===== src/rtl/ika9958_pkg.sv =====
// ---------------------------------------------------------------------------
// ika9958_pkg
// Shared constants for the display-position tracker: horizontal FSM state
// codes, last active dot index and the active line counts for both LN modes.
// No ports.
// ---------------------------------------------------------------------------
package ika9958_pkg;

   // Horizontal FSM state codes
   typedef logic [1:0] h_state_t;
   localparam h_state_t H_IDLE  = 2'd0;
   localparam h_state_t H_DELAY = 2'd1;
   localparam h_state_t H_RUN   = 2'd2;

   // Last visible dot of an active line
   localparam logic [7:0] DOT_LAST = 8'd255;

   // Number of active lines (last line index + 1) for LN=0 and LN=1
   localparam int unsigned ACT_LINES_LO = 32'd192;
   localparam int unsigned ACT_LINES_HI = 32'd212;

   // Index of the last active line for the selected line mode
   function automatic logic [7:0] last_line(input logic ln,
                                            input int unsigned lines_lo,
                                            input int unsigned lines_hi);
      int unsigned n;
      n = ln ? lines_hi : lines_lo;
      return 8'(n - 32'd1);
   endfunction

endpackage


===== src/rtl/ika9958_disp_pos_if.sv =====
// ---------------------------------------------------------------------------
// ika9958_disp_pos_if
// Bundles the timing ticks, register fields, read-clear pulses and the
// position/flag outputs of the display-position tracker.
//   master : drives the i_* inputs, observes the o_* outputs
//   slave  : the tracker itself (reads i_*, drives o_*)
// ---------------------------------------------------------------------------
interface ika9958_disp_pos_if;

   logic       i_cen;
   logic       i_hstart;
   logic       i_vstart;
   logic       i_ln;
   logic [7:0] i_r19;
   logic [7:0] i_r23;
   logic       i_ie1;
   logic       i_fh_clr;
   logic       i_f_clr;
   logic [4:0] i_r26;
   logic [2:0] i_r27;

   logic [7:0] o_dot_x;
   logic [7:0] o_scr_x;
   logic [7:0] o_raw_y;
   logic [7:0] o_line_y;
   logic       o_hactive;
   logic       o_vactive;
   logic       o_fh;
   logic       o_f;
   logic       o_int_n;

   modport master (
      output i_cen, i_hstart, i_vstart, i_ln, i_r19, i_r23, i_ie1,
             i_fh_clr, i_f_clr, i_r26, i_r27,
      input  o_dot_x, o_scr_x, o_raw_y, o_line_y, o_hactive, o_vactive,
             o_fh, o_f, o_int_n
   );

   modport slave (
      input  i_cen, i_hstart, i_vstart, i_ln, i_r19, i_r23, i_ie1,
             i_fh_clr, i_f_clr, i_r26, i_r27,
      output o_dot_x, o_scr_x, o_raw_y, o_line_y, o_hactive, o_vactive,
             o_fh, o_f, o_int_n
   );

endinterface


===== src/rtl/ika9958_disp_flag.sv =====
// ---------------------------------------------------------------------------
// ika9958_disp_flag
// Status flag with set-over-clear priority, advancing only on clock enable.
//   clk_i    : clock
//   rst_n_i  : asynchronous active-low reset (flag -> 0)
//   cen_i    : clock enable
//   set_i    : set request (wins over clear)
//   clr_i    : clear request
//   flag_o   : registered flag
//   flag_d_o : next-state value, lets the owner register derived outputs
//              in step with the flag
// ---------------------------------------------------------------------------
module ika9958_disp_flag
   import ika9958_pkg::*;
(
   input  logic clk_i,
   input  logic rst_n_i,
   input  logic cen_i,
   input  logic set_i,
   input  logic clr_i,
   output logic flag_o,
   output logic flag_d_o
);

   logic flag_q;
   logic flag_d;

   // Next flag value: set has priority over clear
   always_comb begin
      if (set_i) begin
         flag_d = 1'b1;
      end else if (clr_i) begin
         flag_d = 1'b0;
      end else begin
         flag_d = flag_q;
      end
   end

   // Flag register
   always_ff @(posedge clk_i or negedge rst_n_i) begin
      if (!rst_n_i) begin
         flag_q <= 1'b0;
      end else if (cen_i) begin
         flag_q <= flag_d;
      end
   end

   assign flag_o   = flag_q;
   assign flag_d_o = flag_d;

endmodule


===== src/rtl/ika9958_disp_pos.sv =====
// ---------------------------------------------------------------------------
// ika9958_disp_pos
// Display-position tracker: pixel X counter, raw/scrolled line counters,
// active flags, line-interrupt flag FH and frame flag F.
//   phiA        : master clock
//   RST_async_n : asynchronous active-low reset
//   slv         : ika9958_disp_pos_if.slave (ticks, register fields,
//                 read-clear pulses, position and flag outputs)
// Build option: IKA9958_DISP_POS_FINE_SCROLL_EN inserts a DELAY state of
// i_r27 dot clocks between i_hstart and the first active dot.
// ---------------------------------------------------------------------------
module ika9958_disp_pos #(
   parameter int unsigned ACT_LINES_LO = ika9958_pkg::ACT_LINES_LO,
   parameter int unsigned ACT_LINES_HI = ika9958_pkg::ACT_LINES_HI
) (
   input  logic                 phiA,
   input  logic                 RST_async_n,
   ika9958_disp_pos_if.slave    slv
);
   import ika9958_pkg::*;

   h_state_t   h_state_q, h_state_d;
   logic [7:0] dot_x_q,   dot_x_d;
   logic       hactive_q, hactive_d;
   logic [7:0] raw_y_q,   raw_y_d;
   logic       vactive_q, vactive_d;
   logic       int_n_q,   int_n_d;
   logic       line_end_s;
   logic [7:0] line_y_s;
   logic [7:0] last_line_s;
   logic       fh_set_s, f_set_s;
   logic       fh_q_s, fh_d_s, f_q_s;
   logic       unused_f_d_s;

`ifdef IKA9958_DISP_POS_FINE_SCROLL_EN
   logic [2:0] delay_q, delay_d;
`else
   logic       unused_r27_s;
   assign unused_r27_s = ^slv.i_r27;
`endif

   // Horizontal FSM: a start tick always (re)starts the line, so a restart
   // inside RUN abandons the current line without a line-end event
   always_comb begin
      h_state_d  = h_state_q;
      dot_x_d    = dot_x_q;
      hactive_d  = hactive_q;
      line_end_s = 1'b0;
`ifdef IKA9958_DISP_POS_FINE_SCROLL_EN
      delay_d    = delay_q;
`endif
      if (slv.i_hstart) begin
`ifdef IKA9958_DISP_POS_FINE_SCROLL_EN
         dot_x_d = 8'd0;
         if (slv.i_r27 == 3'd0) begin
            h_state_d = H_RUN;
            hactive_d = 1'b1;
         end else begin
            h_state_d = H_DELAY;
            hactive_d = 1'b0;
            delay_d   = slv.i_r27;
         end
`else
         h_state_d = H_RUN;
         dot_x_d   = 8'd0;
         hactive_d = 1'b1;
`endif
      end else begin
         case (h_state_q)
            H_RUN: begin
               if (dot_x_q == DOT_LAST) begin
                  h_state_d  = H_IDLE;
                  dot_x_d    = 8'd0;
                  hactive_d  = 1'b0;
                  line_end_s = 1'b1;
               end else begin
                  dot_x_d = dot_x_q + 8'd1;
               end
            end
`ifdef IKA9958_DISP_POS_FINE_SCROLL_EN
            // The last delay count hands over to RUN so that a delay of N
            // shifts the first active dot by exactly N dot clocks
            H_DELAY: begin
               if (delay_q <= 3'd1) begin
                  h_state_d = H_RUN;
                  dot_x_d   = 8'd0;
                  hactive_d = 1'b1;
                  delay_d   = 3'd0;
               end else begin
                  delay_d = delay_q - 3'd1;
               end
            end
`endif
            H_IDLE: begin
               h_state_d = H_IDLE;
            end
            default: begin
               h_state_d = H_IDLE;
               dot_x_d   = 8'd0;
               hactive_d = 1'b0;
            end
         endcase
      end
   end

   assign line_y_s    = raw_y_q + slv.i_r23;
   assign last_line_s = last_line(slv.i_ln, ACT_LINES_LO, ACT_LINES_HI);
   assign fh_set_s    = line_end_s & (line_y_s == slv.i_r19);
   assign f_set_s     = line_end_s & (raw_y_q == last_line_s);

   // Vertical counter: vstart overrides the line-end increment
   always_comb begin
      raw_y_d   = raw_y_q;
      vactive_d = vactive_q;
      if (slv.i_vstart) begin
         raw_y_d   = 8'd0;
         vactive_d = 1'b1;
      end else if (line_end_s) begin
         raw_y_d = raw_y_q + 8'd1;
         if (f_set_s) begin
            vactive_d = 1'b0;
         end else begin
            vactive_d = vactive_q;
         end
      end else begin
         raw_y_d   = raw_y_q;
         vactive_d = vactive_q;
      end
   end

   assign int_n_d = ~(fh_d_s & slv.i_ie1);

   // Position, active and interrupt registers
   always_ff @(posedge phiA or negedge RST_async_n) begin
      if (!RST_async_n) begin
         h_state_q <= H_IDLE;
         dot_x_q   <= 8'd0;
         hactive_q <= 1'b0;
         raw_y_q   <= 8'd0;
         vactive_q <= 1'b0;
         int_n_q   <= 1'b1;
      end else if (slv.i_cen) begin
         h_state_q <= h_state_d;
         dot_x_q   <= dot_x_d;
         hactive_q <= hactive_d;
         raw_y_q   <= raw_y_d;
         vactive_q <= vactive_d;
         int_n_q   <= int_n_d;
      end
   end

`ifdef IKA9958_DISP_POS_FINE_SCROLL_EN
   // Fine-scroll delay counter
   always_ff @(posedge phiA or negedge RST_async_n) begin
      if (!RST_async_n) begin
         delay_q <= 3'd0;
      end else if (slv.i_cen) begin
         delay_q <= delay_d;
      end
   end
`endif

   ika9958_disp_flag u_fh (
      .clk_i    (phiA),
      .rst_n_i  (RST_async_n),
      .cen_i    (slv.i_cen),
      .set_i    (fh_set_s),
      .clr_i    (slv.i_fh_clr),
      .flag_o   (fh_q_s),
      .flag_d_o (fh_d_s)
   );

   ika9958_disp_flag u_f (
      .clk_i    (phiA),
      .rst_n_i  (RST_async_n),
      .cen_i    (slv.i_cen),
      .set_i    (f_set_s),
      .clr_i    (slv.i_f_clr),
      .flag_o   (f_q_s),
      .flag_d_o (unused_f_d_s)
   );

   assign slv.o_dot_x   = dot_x_q;
   assign slv.o_scr_x   = dot_x_q + {slv.i_r26, 3'b000};
   assign slv.o_raw_y   = raw_y_q;
   assign slv.o_line_y  = line_y_s;
   assign slv.o_hactive = hactive_q;
   assign slv.o_vactive = vactive_q;
   assign slv.o_fh      = fh_q_s;
   assign slv.o_f       = f_q_s;
   assign slv.o_int_n   = int_n_q;

endmodule


===== src/flat_wrapper.sv =====
// flat-port wrapper written by rule: the top's interface ports become plain ports
module ika9958_disp_pos_flat import ika9958_pkg::*;
#(
   parameter int unsigned ACT_LINES_LO = ika9958_pkg::ACT_LINES_LO,
   parameter int unsigned ACT_LINES_HI = ika9958_pkg::ACT_LINES_HI
)
  (phiA, RST_async_n, slv_i_cen, slv_i_hstart, slv_i_vstart, slv_i_ln, slv_i_r19, slv_i_r23, slv_i_ie1, slv_i_fh_clr, slv_i_f_clr, slv_i_r26, slv_i_r27, slv_o_dot_x, slv_o_scr_x, slv_o_raw_y, slv_o_line_y, slv_o_hactive, slv_o_vactive, slv_o_fh, slv_o_f, slv_o_int_n);
  ika9958_disp_pos_if slv_i ();
  input  logic phiA;
  input  logic RST_async_n;
  input wire logic [$bits(slv_i.i_cen)-1:0] slv_i_cen;
  input wire logic [$bits(slv_i.i_hstart)-1:0] slv_i_hstart;
  input wire logic [$bits(slv_i.i_vstart)-1:0] slv_i_vstart;
  input wire logic [$bits(slv_i.i_ln)-1:0] slv_i_ln;
  input wire logic [$bits(slv_i.i_r19)-1:0] slv_i_r19;
  input wire logic [$bits(slv_i.i_r23)-1:0] slv_i_r23;
  input wire logic [$bits(slv_i.i_ie1)-1:0] slv_i_ie1;
  input wire logic [$bits(slv_i.i_fh_clr)-1:0] slv_i_fh_clr;
  input wire logic [$bits(slv_i.i_f_clr)-1:0] slv_i_f_clr;
  input wire logic [$bits(slv_i.i_r26)-1:0] slv_i_r26;
  input wire logic [$bits(slv_i.i_r27)-1:0] slv_i_r27;
  output wire logic [$bits(slv_i.o_dot_x)-1:0] slv_o_dot_x;
  output wire logic [$bits(slv_i.o_scr_x)-1:0] slv_o_scr_x;
  output wire logic [$bits(slv_i.o_raw_y)-1:0] slv_o_raw_y;
  output wire logic [$bits(slv_i.o_line_y)-1:0] slv_o_line_y;
  output wire logic [$bits(slv_i.o_hactive)-1:0] slv_o_hactive;
  output wire logic [$bits(slv_i.o_vactive)-1:0] slv_o_vactive;
  output wire logic [$bits(slv_i.o_fh)-1:0] slv_o_fh;
  output wire logic [$bits(slv_i.o_f)-1:0] slv_o_f;
  output wire logic [$bits(slv_i.o_int_n)-1:0] slv_o_int_n;
  assign slv_i.i_cen = slv_i_cen;
  assign slv_i.i_hstart = slv_i_hstart;
  assign slv_i.i_vstart = slv_i_vstart;
  assign slv_i.i_ln = slv_i_ln;
  assign slv_i.i_r19 = slv_i_r19;
  assign slv_i.i_r23 = slv_i_r23;
  assign slv_i.i_ie1 = slv_i_ie1;
  assign slv_i.i_fh_clr = slv_i_fh_clr;
  assign slv_i.i_f_clr = slv_i_f_clr;
  assign slv_i.i_r26 = slv_i_r26;
  assign slv_i.i_r27 = slv_i_r27;
  assign slv_o_dot_x = slv_i.o_dot_x;
  assign slv_o_scr_x = slv_i.o_scr_x;
  assign slv_o_raw_y = slv_i.o_raw_y;
  assign slv_o_line_y = slv_i.o_line_y;
  assign slv_o_hactive = slv_i.o_hactive;
  assign slv_o_vactive = slv_i.o_vactive;
  assign slv_o_fh = slv_i.o_fh;
  assign slv_o_f = slv_i.o_f;
  assign slv_o_int_n = slv_i.o_int_n;
  ika9958_disp_pos #(.ACT_LINES_LO(ACT_LINES_LO), .ACT_LINES_HI(ACT_LINES_HI)) u_core (.phiA(phiA), .RST_async_n(RST_async_n), .slv(slv_i));
endmodule

===== config.mk =====
export PLATFORM = sky130hd
export DESIGN_NAME = ika9958_disp_pos_flat
export DESIGN_NICKNAME = d
export VERILOG_FILES = /design/src/rtl/ika9958_pkg.sv /design/src/rtl/ika9958_disp_pos_if.sv /design/src/rtl/ika9958_disp_flag.sv /design/src/rtl/ika9958_disp_pos.sv /design/src/flat_wrapper.sv
export SDC_FILE = /design/constraint.sdc
export NUM_CORES = 1
export LEC_CHECK = 0
export ABC_CLOCK_PERIOD_IN_PS = 2700
export CAP_MARGIN = 10
export CORE_UTILIZATION = 30
export DETAILED_ROUTE_END_ITERATION = 16
export DONT_BUFFER_PORTS = 1
export PLACE_DENSITY = 0.45
export SETUP_SLACK_MARGIN = 0.15
export SLEW_MARGIN = 20
export SYNTH_ARGS = -nofsm -noshare
export SYNTH_HDL_FRONTEND = slang
export SYNTH_SLANG_ARGS = --single-unit

===== constraint.sdc =====
create_clock -name phiA -period 2.7 [get_ports phiA]
set_clock_uncertainty 0.05 [all_clocks]
set_input_delay 0.675 -clock phiA [delete_from_list [all_inputs] [get_ports phiA]]
set_output_delay 0.675 -clock phiA [all_outputs]
set_load 0.02 [all_outputs]

==> results.json, run 1 <==
{
  "synth_top_area_share_pct": 29.6,
  "max_cap_violations": 0,
  "n_fill_cell": 585,
  "min_path_type": "in2async",
  "ys_ff_latch": 22,
  "routed_wl_um": 4680,
  "ys_types": 46,
  "yosysSeqAreaShare_pct": 31.1,
  "tritoncts": "built",
  "yosysTopAreaCell": "dfrtp_1",
  "drt_iter0_drc": 42,
  "floorplan.initialDensity_pct": 31.6,
  "cts_buffers": 3,
  "io_buffers": 0,
  "htreeDepth": 1,
  "pwr-share-seq_pct": 48.2,
  "drc_errors": 0,
  "p_leak_nw": 1.02,
  "worstPathMaxFanout": 2,
  "setup_viol": 2,
  "avgSynthCellArea_sq_um": 8.96,
  "ios": 70,
  "worst_slew_pin_slew_ps": 466,
  "synth_fp_nets": 246,
  "power-per-cell-area_nw_per_um2": 311,
  "dp_hpwl_um": 3770,
  "place_area_sq_um": 2070,
  "fmax_mhz": 363,
  "synthTopCellsByArea": "dfrtp_1 (30%), xnor2_1 (12%), ha_1 (9.2%), nor2_1 (4.9%), nand3_1 (3.1%)",
  "place.gp.congestion": 0.853,
  "multi_input_area_sq_um": 1300,
  "grt_use_total_pct": 14.8,
  "grt_max_degree": 23,
  "endpoint_kind": "primary output",
  "power_mw": 0.704,
  "avgViaCountPerCell": 5.19,
  "cp_data_required_time_ps": 1980,
  "combinationalPowerShare_pct": 22.0,
  "violations": "setup timing",
  "grt.overflow.total": 0,
  "async_flop_share_pct": 100,
  "fin_setup_tns_ps": -62.4,
  "ir_drop_mv": 0.257,
  "die_w_um": 78.9,
  "via_count": 1526,
  "fp.dieH_um": 78.9,
  "clock_sinks": 22,
  "core-area_sq_um": 5610,
  "ctsHoldBuffers": 0,
  "register_area_sq_um": 553,
  "synth_flop_cell": "dfrtp_1",
  "stdcell_area_sq_um": 2270,
  "finalWorstSetupSlack_ps": -54.8,
  "fin_util_pct": 40.5,
  "fin_nets": 271,
  "grt_pass1_wl_um": 7230,
  "arrival_ps": 2030,
  "antennaDiodeCount": 0,
  "layout-drive-gt1-share_pct": 30.6,
  "p_int_mw": 0.505,
  "synth_cells": 198,
  "period_needed_ps": 2750,
  "cts-root-buf": "clkbuf_8",
  "clock_power_share_pct": 29.8,
  "first_pass_iters": 4,
  "status": "finished with violations",
  "fin_crit_sh_pct": 102,
  "netlist_area_sq_um": 1770,
  "die_area_sq_um": 6230,
  "antenna_found_initial": 0,
  "slew_headroom_pct": 68.6,
  "pre_cts_slack_ps": -152,
  "wl_per_cell_um": 15.9,
  "hold_viol": 0,
  "area_growth_pct": 27.9,
  "rsz0062_at_grt": "true",
  "swShare_pct": 28.3,
  "path_class": "reg2out",
  "ys_warn_count": 0,
  "fp-row-count": 27,
  "synth_edf_count": 0,
  "grt_pass1_vias": 1496,
  "slew_viol_final": 0,
  "start_kind": "flip-flop",
  "insertion_delay_ps": 260,
  "drt.antenna.violating_nets": 0,
  "cts.clk_slew.worst_paths_ps": 80,
  "power.switching_mw": 0.199,
  "cts.path.max_buffers": 2
}
[final timing paths]
check                                             startpoint                                end  slack [ps]  cells past startpoint
max                        u_core.slv.o_raw_y[0]$_DFFE_PN0P_                    slv_o_line_y[6]         -50                      8
min                                              RST_async_n  u_core.slv.o_raw_y[6]$_DFFE_PN0P_          50                      0
max reg2reg                u_core.slv.o_raw_y[0]$_DFFE_PN0P_     u_core.u_fh.flag_o$_DFFE_PN0P_         330                     12
min reg2reg                u_core.slv.o_dot_x[4]$_DFFE_PN0P_  u_core.slv.o_dot_x[4]$_DFFE_PN0P_         570                      2
max in group asynchronous                        RST_async_n     u_core.slv.o_int_n$_DFFE_PN1P_        2370                      0
min in group phiA                               slv_i_hstart  u_core.slv.o_dot_x[6]$_DFFE_PN0P_         440                      1
[logic make-up (layout without fill, tap and decap cells)]
| family | count (synthesis) | in the layout | synth area share (%) |
|---|---|---|---|
| mux | 3 | 3 | 1.69 |
| simple gates | 71 | 71 | 20.4 |
| compound gates | 34 | 34 | 13.5 |
| fa+ha+maj | 15 | 15 | 11.4 |
| xor+xnor | 31 | 31 | 16.1 |
| buf+inv | 22 | 46 | 5.78 |
| flops | 22 | 22 | 31.1 |
[layer usage]
metal	GRT usage (%)	wire length [um]	share of wire [%]	up-vias
li1	-	-	-	737
met1	16.6	1830	39	732
met2	27.5	2490	53	47
met3	2.99	268	5.7	10
met4	5.64	92	2.0	0
met5	0	0	0	-
[flip-flops by register name, summed over array words and instances, names as in the netlist]
signal / cells
u_core.slv.o_hactive: 1
u_core.h_state_q: 1
u_core.u_fh.flag_o: 1
u_core.slv.o_vactive: 1
u_core.slv.o_dot_x: 8
u_core.slv.o_int_n: 1
u_core.slv.o_raw_y: 8
u_core.u_f.flag_o: 1
[critical path, cell delays in order (launching register included)]
cell and delay (ps):
dfrtp_1 390, ha_4 150, inv_2 30, fa_2 330, nand2b_4 170, a211oi_4 240
o21a_1 160, nor2_2 50, xnor2_2 260
[cell usage after synthesis, types with 2 or more instances]
library cell	number
a21o_1	4
dfrtp_1	21
nand2_1	14
or2_2	2
nor2_1	23
xor2_1	6
buf_4	3
and3_1	2
o21a_1	2
a21oi_1	10
o21ai_0	4
nand4_1	2
clkbuf_1	4
ha_1	13
fa_1	2
mux2i_1	3
nand3_1	11
o31ai_1	2
nor3_1	3
a22o_1	2
or3_1	3
inv_1	13
xnor2_1	24
nor4_1	3
[power groups by stage]
stage / Clock, mW / Sequential (mW) / Combinational [mW]
after floorplan: 0 / 0.359 / 0.114
after global placement: 0 / 0.345 / 0.144
after detailed placement: 0 / 0.346 / 0.148
after CTS: 0.215 / 0.339 / 0.151
after global routing: 0.232 / 0.340 / 0.168
final: 0.210 / 0.339 / 0.155
[what timing repair did]
item | 4_1_cts | 5_1_grt
buffers inserted | 5 | 4
pin swaps | 13 | 3
resized for setup | 10 | 9
setup endpoints to repair | 4 | 6
[cells in the final DEF (no fill, tap or decap), types with 5 or more instances in the layout]
| master | netlist | routed |
|---|---|---|
| nor2_1 | 23 | 21 |
| dfrtp_1 | 21 | 20 |
| nand2_1 | 14 | 14 |
| xnor2_2 | 0 | 6 |
| inv_1 | 13 | 11 |
| ha_4 | 0 | 5 |
| ha_1 | 13 | 7 |
| a21oi_1 | 10 | 5 |
| nand3_1 | 11 | 10 |
| buf_4 | 3 | 25 |
| xor2_1 | 6 | 6 |
| a21oi_2 | 0 | 5 |
| xnor2_1 | 24 | 18 |
[final cells by class]
class | count | area share, %
Tap cell | 72 | 3.97
Clock buffer | 4 | 1.99
Multi-Input combinational cell | 154 | 57.1
Timing Repair Buffer | 29 | 10.3
Sequential cell | 22 | 24.4
Inverter | 13 | 2.26
[metrics by stage]
step,hold slack [ps],std cells
global route,26.6,294
detailed placement,330,281
CTS,39.8,290
finish,47.2,294
floorplan,329,198
global placement,330,281
Note: power is estimated with default switching activity, not from simulation.
==> inputs of run 2 (changes only) <==
--- a/config.mk
+++ b/config.mk
@@ -6,8 +6,9 @@
 export NUM_CORES = 1
 export LEC_CHECK = 0
 export ABC_CLOCK_PERIOD_IN_PS = 2700
-export CAP_MARGIN = 10
+export CAP_MARGIN = 25
 export CORE_UTILIZATION = 30
+export CTS_BUF_LIST = sky130_fd_sc_hd__clkbuf_4 sky130_fd_sc_hd__clkbuf_8
 export DETAILED_ROUTE_END_ITERATION = 16
 export DONT_BUFFER_PORTS = 1
 export PLACE_DENSITY = 0.45
==> results.json, run 2 (synthesis results as in run 1) <==
{
  "cts.path.max_buffers": 2,
  "fin_setup_tns_ps": -62.5,
  "die_area_sq_um": 6230,
  "power_mw": 0.714,
  "power-per-cell-area_nw_per_um2": 314,
  "setup_viol": 2,
  "period_needed_ps": 2750,
  "grt_pass1_vias": 1496,
  "grt.overflow.total": 0,
  "final_cell_mix": "buf_4 (25), nor2_1 (21), dfrtp_1 (20)",
  "min_path_type": "in2async",
  "grt_pass1_wl_um": 7230,
  "finalWorstSetupSlack_ps": -54.8,
  "io_buffers": 0,
  "rsz0062_at_grt": "true",
  "r2r_setup_slack_ps": 330,
  "crit_start": "u_core.slv.o_raw_y[0]$_DFFE_PN0P_",
  "tritoncts": "built",
  "worst_slew_pin_slew_ps": 466,
  "fin_crit_sh_pct": 102,
  "ctsHoldBuffers": 0,
  "placed_cells_incl_taps": 281,
  "first_pass_iters": 4,
  "avgViaCountPerCell": 5.20,
  "fp.dieH_um": 78.9,
  "wl_per_cell_um": 15.9,
  "p_leak_nw": 1.02,
  "die_w_um": 78.9,
  "slew_headroom_pct": 68.6,
  "grt_max_degree": 23,
  "endpoint_kind": "primary output",
  "htreeDepth": 1,
  "drc_errors": 0,
  "cts.clk_slew.worst_paths_ps": 80,
  "ios": 70,
  "insertion_delay_ps": 260,
  "place.gp.congestion": 0.853,
  "layout_commonest_cell": "buf_4",
  "clock_sinks": 22,
  "slowest_delay_ps": 390,
  "violations": "setup timing",
  "max_cap_violations": 0,
  "slew_viol_final": 0,
  "antennaDiodeCount": 0,
  "crit_slowest_cell": "dfrtp_1",
  "arrival_ps": 2030,
  "pre_cts_slack_ps": -152,
  "path_class": "reg2out",
  "ir_drop_mv": 0.257,
  "layout-drive-gt1-share_pct": 31.1,
  "floorplan.initialDensity_pct": 31.6,
  "worstPathMaxFanout": 2,
  "fmax_mhz": 363,
  "dp_hpwl_um": 3770,
  "cp-endpoint": "slv_o_line_y[6]",
  "routed_wl_um": 4680,
  "cts-root-buf": "clkbuf_8",
  "cp_data_required_time_ps": 1980,
  "grt_use_total_pct": 14.8,
  "cts_buffers": 3,
  "hold_viol": 0,
  "status": "finished with violations",
  "antenna_found_initial": 0,
  "fp-row-count": 27,
  "rr_endpoint": "u_core.u_fh.flag_o$_DFFE_PN0P_",
  "area_growth_pct": 28.1,
  "via_count": 1528,
  "drt.antenna.violating_nets": 0,
  "instances_no_fill": 294,
  "start_kind": "flip-flop",
  "drt_iter0_drc": 42,
  "reg2reg_from": "u_core.slv.o_raw_y[0]$_DFFE_PN0P_",
  "worstPathCellList": "ha_4 > inv_2 > fa_2 > nand2b_4 > a211oi_4 > o21a_1 > nor2_2 > xnor2_2",
  "fin_nets": 271,
  "core-area_sq_um": 5610,
  "rr_worst_depth": 12
}
run 2: cell counts in the layout (fill, tap and decap cells not counted):
No cell type changed its count.
run 2: layer usage:
layer	wire length [um]	GRT usage [%]	vias up	share of wire, %
met1	1830	16.6	734	39
met5	0	0	-	0
li1	-	-	737	-
met3	268	2.99	10	5.7
met2	2490	27.5	47	53
met4	92	5.64	0	2.0
run 2: metrics by stage:
stage	util [%]	hold slack [ps]	cell area, sq um
after floorplan	-	329	1900
after global placement	36.9	330	2070
after detailed placement	36.9	330	2070
after CTS	39.2	39.9	2200
after global routing	40.5	26.7	2270
final	40.5	47.3	2270
run 2: repair_timing:
action | 4_1_cts | 5_1_grt
hold endpoints to repair | 0 | 0
gates resized for setup | 10 | 9
buffers inserted | 5 | 4
setup endpoints to repair | 4 | 6
pin swaps | 13 | 3
run 2: layout make-up:
type | instances | area [sq um]
inverter | 13 | 51.3
tap | 72 | 90.1
sequential | 22 | 553
multi-input combinational | 154 | 1300
timing repair buffer | 29 | 233
fill | 583 | 3340
clock buffer | 4 | 48.8
run 2: worst min path at each step:
| stage | cells after the start | to | slack (ps) |
|---|---|---|---|
| final | 0 | u_core.slv.o_raw_y[6]$_DFFE_PN0P_ | 50 |
| after detailed placement | 0 | u_core.slv.o_raw_y[6]$_DFFE_PN0P_ | 330 |
| after floorplan | 0 | u_core.h_state_q[1]$_DFFE_PN0P_ | 330 |
| after global placement | 0 | u_core.slv.o_raw_y[7]$_DFFE_PN0P_ | 330 |
| after global routing | 0 | u_core.slv.o_raw_y[6]$_DFFE_PN0P_ | 30 |
| after CTS | 0 | u_core.slv.o_raw_y[6]$_DFFE_PN0P_ | 40 |
run 2: critical path: cells and delay by family (launching register included):
kind | cells | cell delay, ps
compound gates | 2 | 400
xor+xnor | 1 | 260
fa+ha+maj | 2 | 480
buf+inv | 1 | 30
flops | 1 | 390
simple gates | 2 | 220
run 2: report_power, final:
part	internal, mW	switching, mW
clock network	0.115	0.104
logic	0.0641	0.0911
registers	0.336	0.00360
total	0.515	0.199
==> inputs of run 3 (changes only) <==
--- a/config.mk
+++ b/config.mk
@@ -5,13 +5,13 @@
 export SDC_FILE = /design/constraint.sdc
 export NUM_CORES = 1
 export LEC_CHECK = 0
-export ABC_CLOCK_PERIOD_IN_PS = 2700
 export CAP_MARGIN = 25
+export CORE_MARGIN = 2
 export CORE_UTILIZATION = 30
 export CTS_BUF_LIST = sky130_fd_sc_hd__clkbuf_4 sky130_fd_sc_hd__clkbuf_8
 export DETAILED_ROUTE_END_ITERATION = 16
 export DONT_BUFFER_PORTS = 1
-export PLACE_DENSITY = 0.45
+export PLACE_DENSITY = 0.44
 export SETUP_SLACK_MARGIN = 0.15
 export SLEW_MARGIN = 20
 export SYNTH_ARGS = -nofsm -noshare
==> constraint.sdc (replaced) <==
create_clock -name phiA -period 3.2 [get_ports phiA]
set_clock_uncertainty 0.05 [all_clocks]
set_input_delay 0.8 -clock phiA [delete_from_list [all_inputs] [get_ports phiA]]
set_output_delay 0.8 -clock phiA [all_outputs]
set_load 0.02 [all_outputs]
==> results.json, run 3 (synthesis results as in run 1) <==
{
  "endpoint_kind": "primary output",
  "floorplan.initialDensity_pct": 30.5,
  "slew_headroom_pct": 66.8,
  "wl_met3_um": 279,
  "worstPathMaxFanout": 3,
  "instances_no_fill": 285,
  "core-area_sq_um": 5820,
  "fmax_mhz": 332,
  "setup_viol": 0,
  "drc_errors": 0,
  "cts.path.max_buffers": 2,
  "fp-row-count": 28,
  "combinationalPowerShare_pct": 14.9,
  "swShare_pct": 27.3,
  "grt.overflow.total": 0,
  "cts-root-buf": "clkbuf_8",
  "power-per-cell-area_nw_per_um2": 293,
  "cts.clk_slew.worst_paths_ps": 80,
  "start_kind": "primary input",
  "die_area_sq_um": 6540,
  "grt_pass1_vias": 1375,
  "hold_viol": 0,
  "clock_sinks": 22,
  "slew_viol_final": 0,
  "fin_nets": 259,
  "min_path_type": "in2async",
  "routed_wl_um": 4130,
  "p_leak_nw": 0.928,
  "grt_use_total_pct": 13.0,
  "fin_setup_tns_ps": 0,
  "fp.dieH_um": 80.9,
  "ir_drop_mv": 0.175,
  "avgViaCountPerCell": 4.92,
  "die_w_um": 80.9,
  "wl_met1_um": 1920,
  "via_count": 1401,
  "status": "completed",
  "grt_max_degree": 23,
  "top_layer": "met4",
  "arrival_ps": 2160,
  "dp_hpwl_um": 3350,
  "period_needed_ps": 3010,
  "dr_wl_met2_um": 1920,
  "rsz0062_at_grt": "true",
  "cts_buffers": 3,
  "drt_iter0_drc": 55,
  "pre_cts_slack_ps": 72.4,
  "tritoncts": "built",
  "htreeDepth": 1,
  "pwr-share-seq_pct": 51.5,
  "power.switching_mw": 0.163,
  "fin_crit_sh_pct": 94.2,
  "cts_setup_buffers": 0,
  "wl_per_cell_um": 14.5,
  "area_growth_pct": 14.7,
  "ios": 70,
  "p_int_mw": 0.433,
  "final_cell_mix": "xnor2_1 (23), nor2_1 (23), dfrtp_1 (21)",
  "cp_data_required_time_ps": 2350,
  "place.gp.congestion": 0.742,
  "grt_pass1_wl_um": 6600,
  "io_buffers": 0,
  "worst_slew_pin_slew_ps": 498,
  "drt.antenna.violating_nets": 0,
  "insertion_delay_ps": 260,
  "path_class": "in2out",
  "antennaDiodeCount": 0,
  "cts_resized": 0,
  "antenna_found_initial": 0,
  "fin_hold_ws_ps": 176,
  "layout-drive-gt1-share_pct": 16.2,
  "max_cap_violations": 0,
  "first_pass_iters": 5,
  "clock_power_share_pct": 33.6,
  "finalWorstSetupSlack_ps": 185,
  "placed_cells_incl_taps": 281,
  "power_mw": 0.596
}
[run 3: cell types whose count changed in the layout (fill, tap and decap cells not counted), moves of 2 or more]
cell	change
buf_4	-8
a21oi_1	+5
a21oi_2	-5
ha_1	+5
xnor2_1	+5
xnor2_2	-5
buf_6	-4
ha_4	-4
nor2_1	+2
[run 3: final timing paths]
kind	endpoint	startpoint	cells past startpoint	slack, ps
min reg2reg	u_core.slv.o_int_n$_DFFE_PN1P_	u_core.slv.o_int_n$_DFFE_PN1P_	2	560
max reg2reg	u_core.slv.o_raw_y[3]$_DFFE_PN0P_	u_core.slv.o_dot_x[0]$_DFFE_PN0P_	6	840
min in group phiA	u_core.slv.o_int_n$_DFFE_PN1P_	u_core.slv.o_int_n$_DFFE_PN1P_	2	560
max	slv_o_line_y[6]	slv_i_r23[0]	8	190
min	u_core.u_f.flag_o$_DFFE_PN0P_	RST_async_n	0	180
max in group asynchronous	u_core.slv.o_int_n$_DFFE_PN1P_	RST_async_n	0	2750
[run 3: cell type report]
| class | count | area [sq um] |
|---|---|---|
| clock buffers | 4 | 55.1 |
| fillers | 631 | 3780 |
| inverters | 13 | 48.8 |
| multi-input cells | 154 | 1160 |
| flip-flops and latches | 22 | 552 |
| well taps | 75 | 93.8 |
| repair buffers | 17 | 128 |
[run 3: critical path: stages]
cell      delay, ps
ha_4            120
inv_2            30
fa_2            350
nand2b_4        160
a211oi_4        230
o21a_1          150
nor2_1           60
xnor2_2         270
[run 3: power by group through the flow]
stage          Clock, mW  Sequential (mW)  Combinational (mW)
2_1_floorplan          0            0.303              0.0899
3_3_place_gp           0            0.313              0.0889
3_5_place_dp           0            0.313              0.0890
4_1_cts            0.210            0.307              0.0898
5_1_grt            0.217            0.308               0.100
6_report           0.200            0.307              0.0888
[run 3: per-layer routing]
metal / global-route usage [%] / up-vias
li1: - / 709
met1: 17.3 / 650
met2: 21.5 / 40
met3: 3.11 / 2
met4: 3.05 / 0
met5: 0 / -
[run 3: metrics by stage]
stage,area (sq um),utilization (%)
after floorplan,1810,-
after global placement,1980,34.0
after detailed placement,1980,34.0
after CTS,2030,35.0
after global routing,2030,35.0
final,2030,35.0
[run 3: timing repair]
action	in CTS	in global routing
endpoints found under the setup margin	1	1
hold buffers	0	0
pin swaps	4	0
gates cloned	0	0
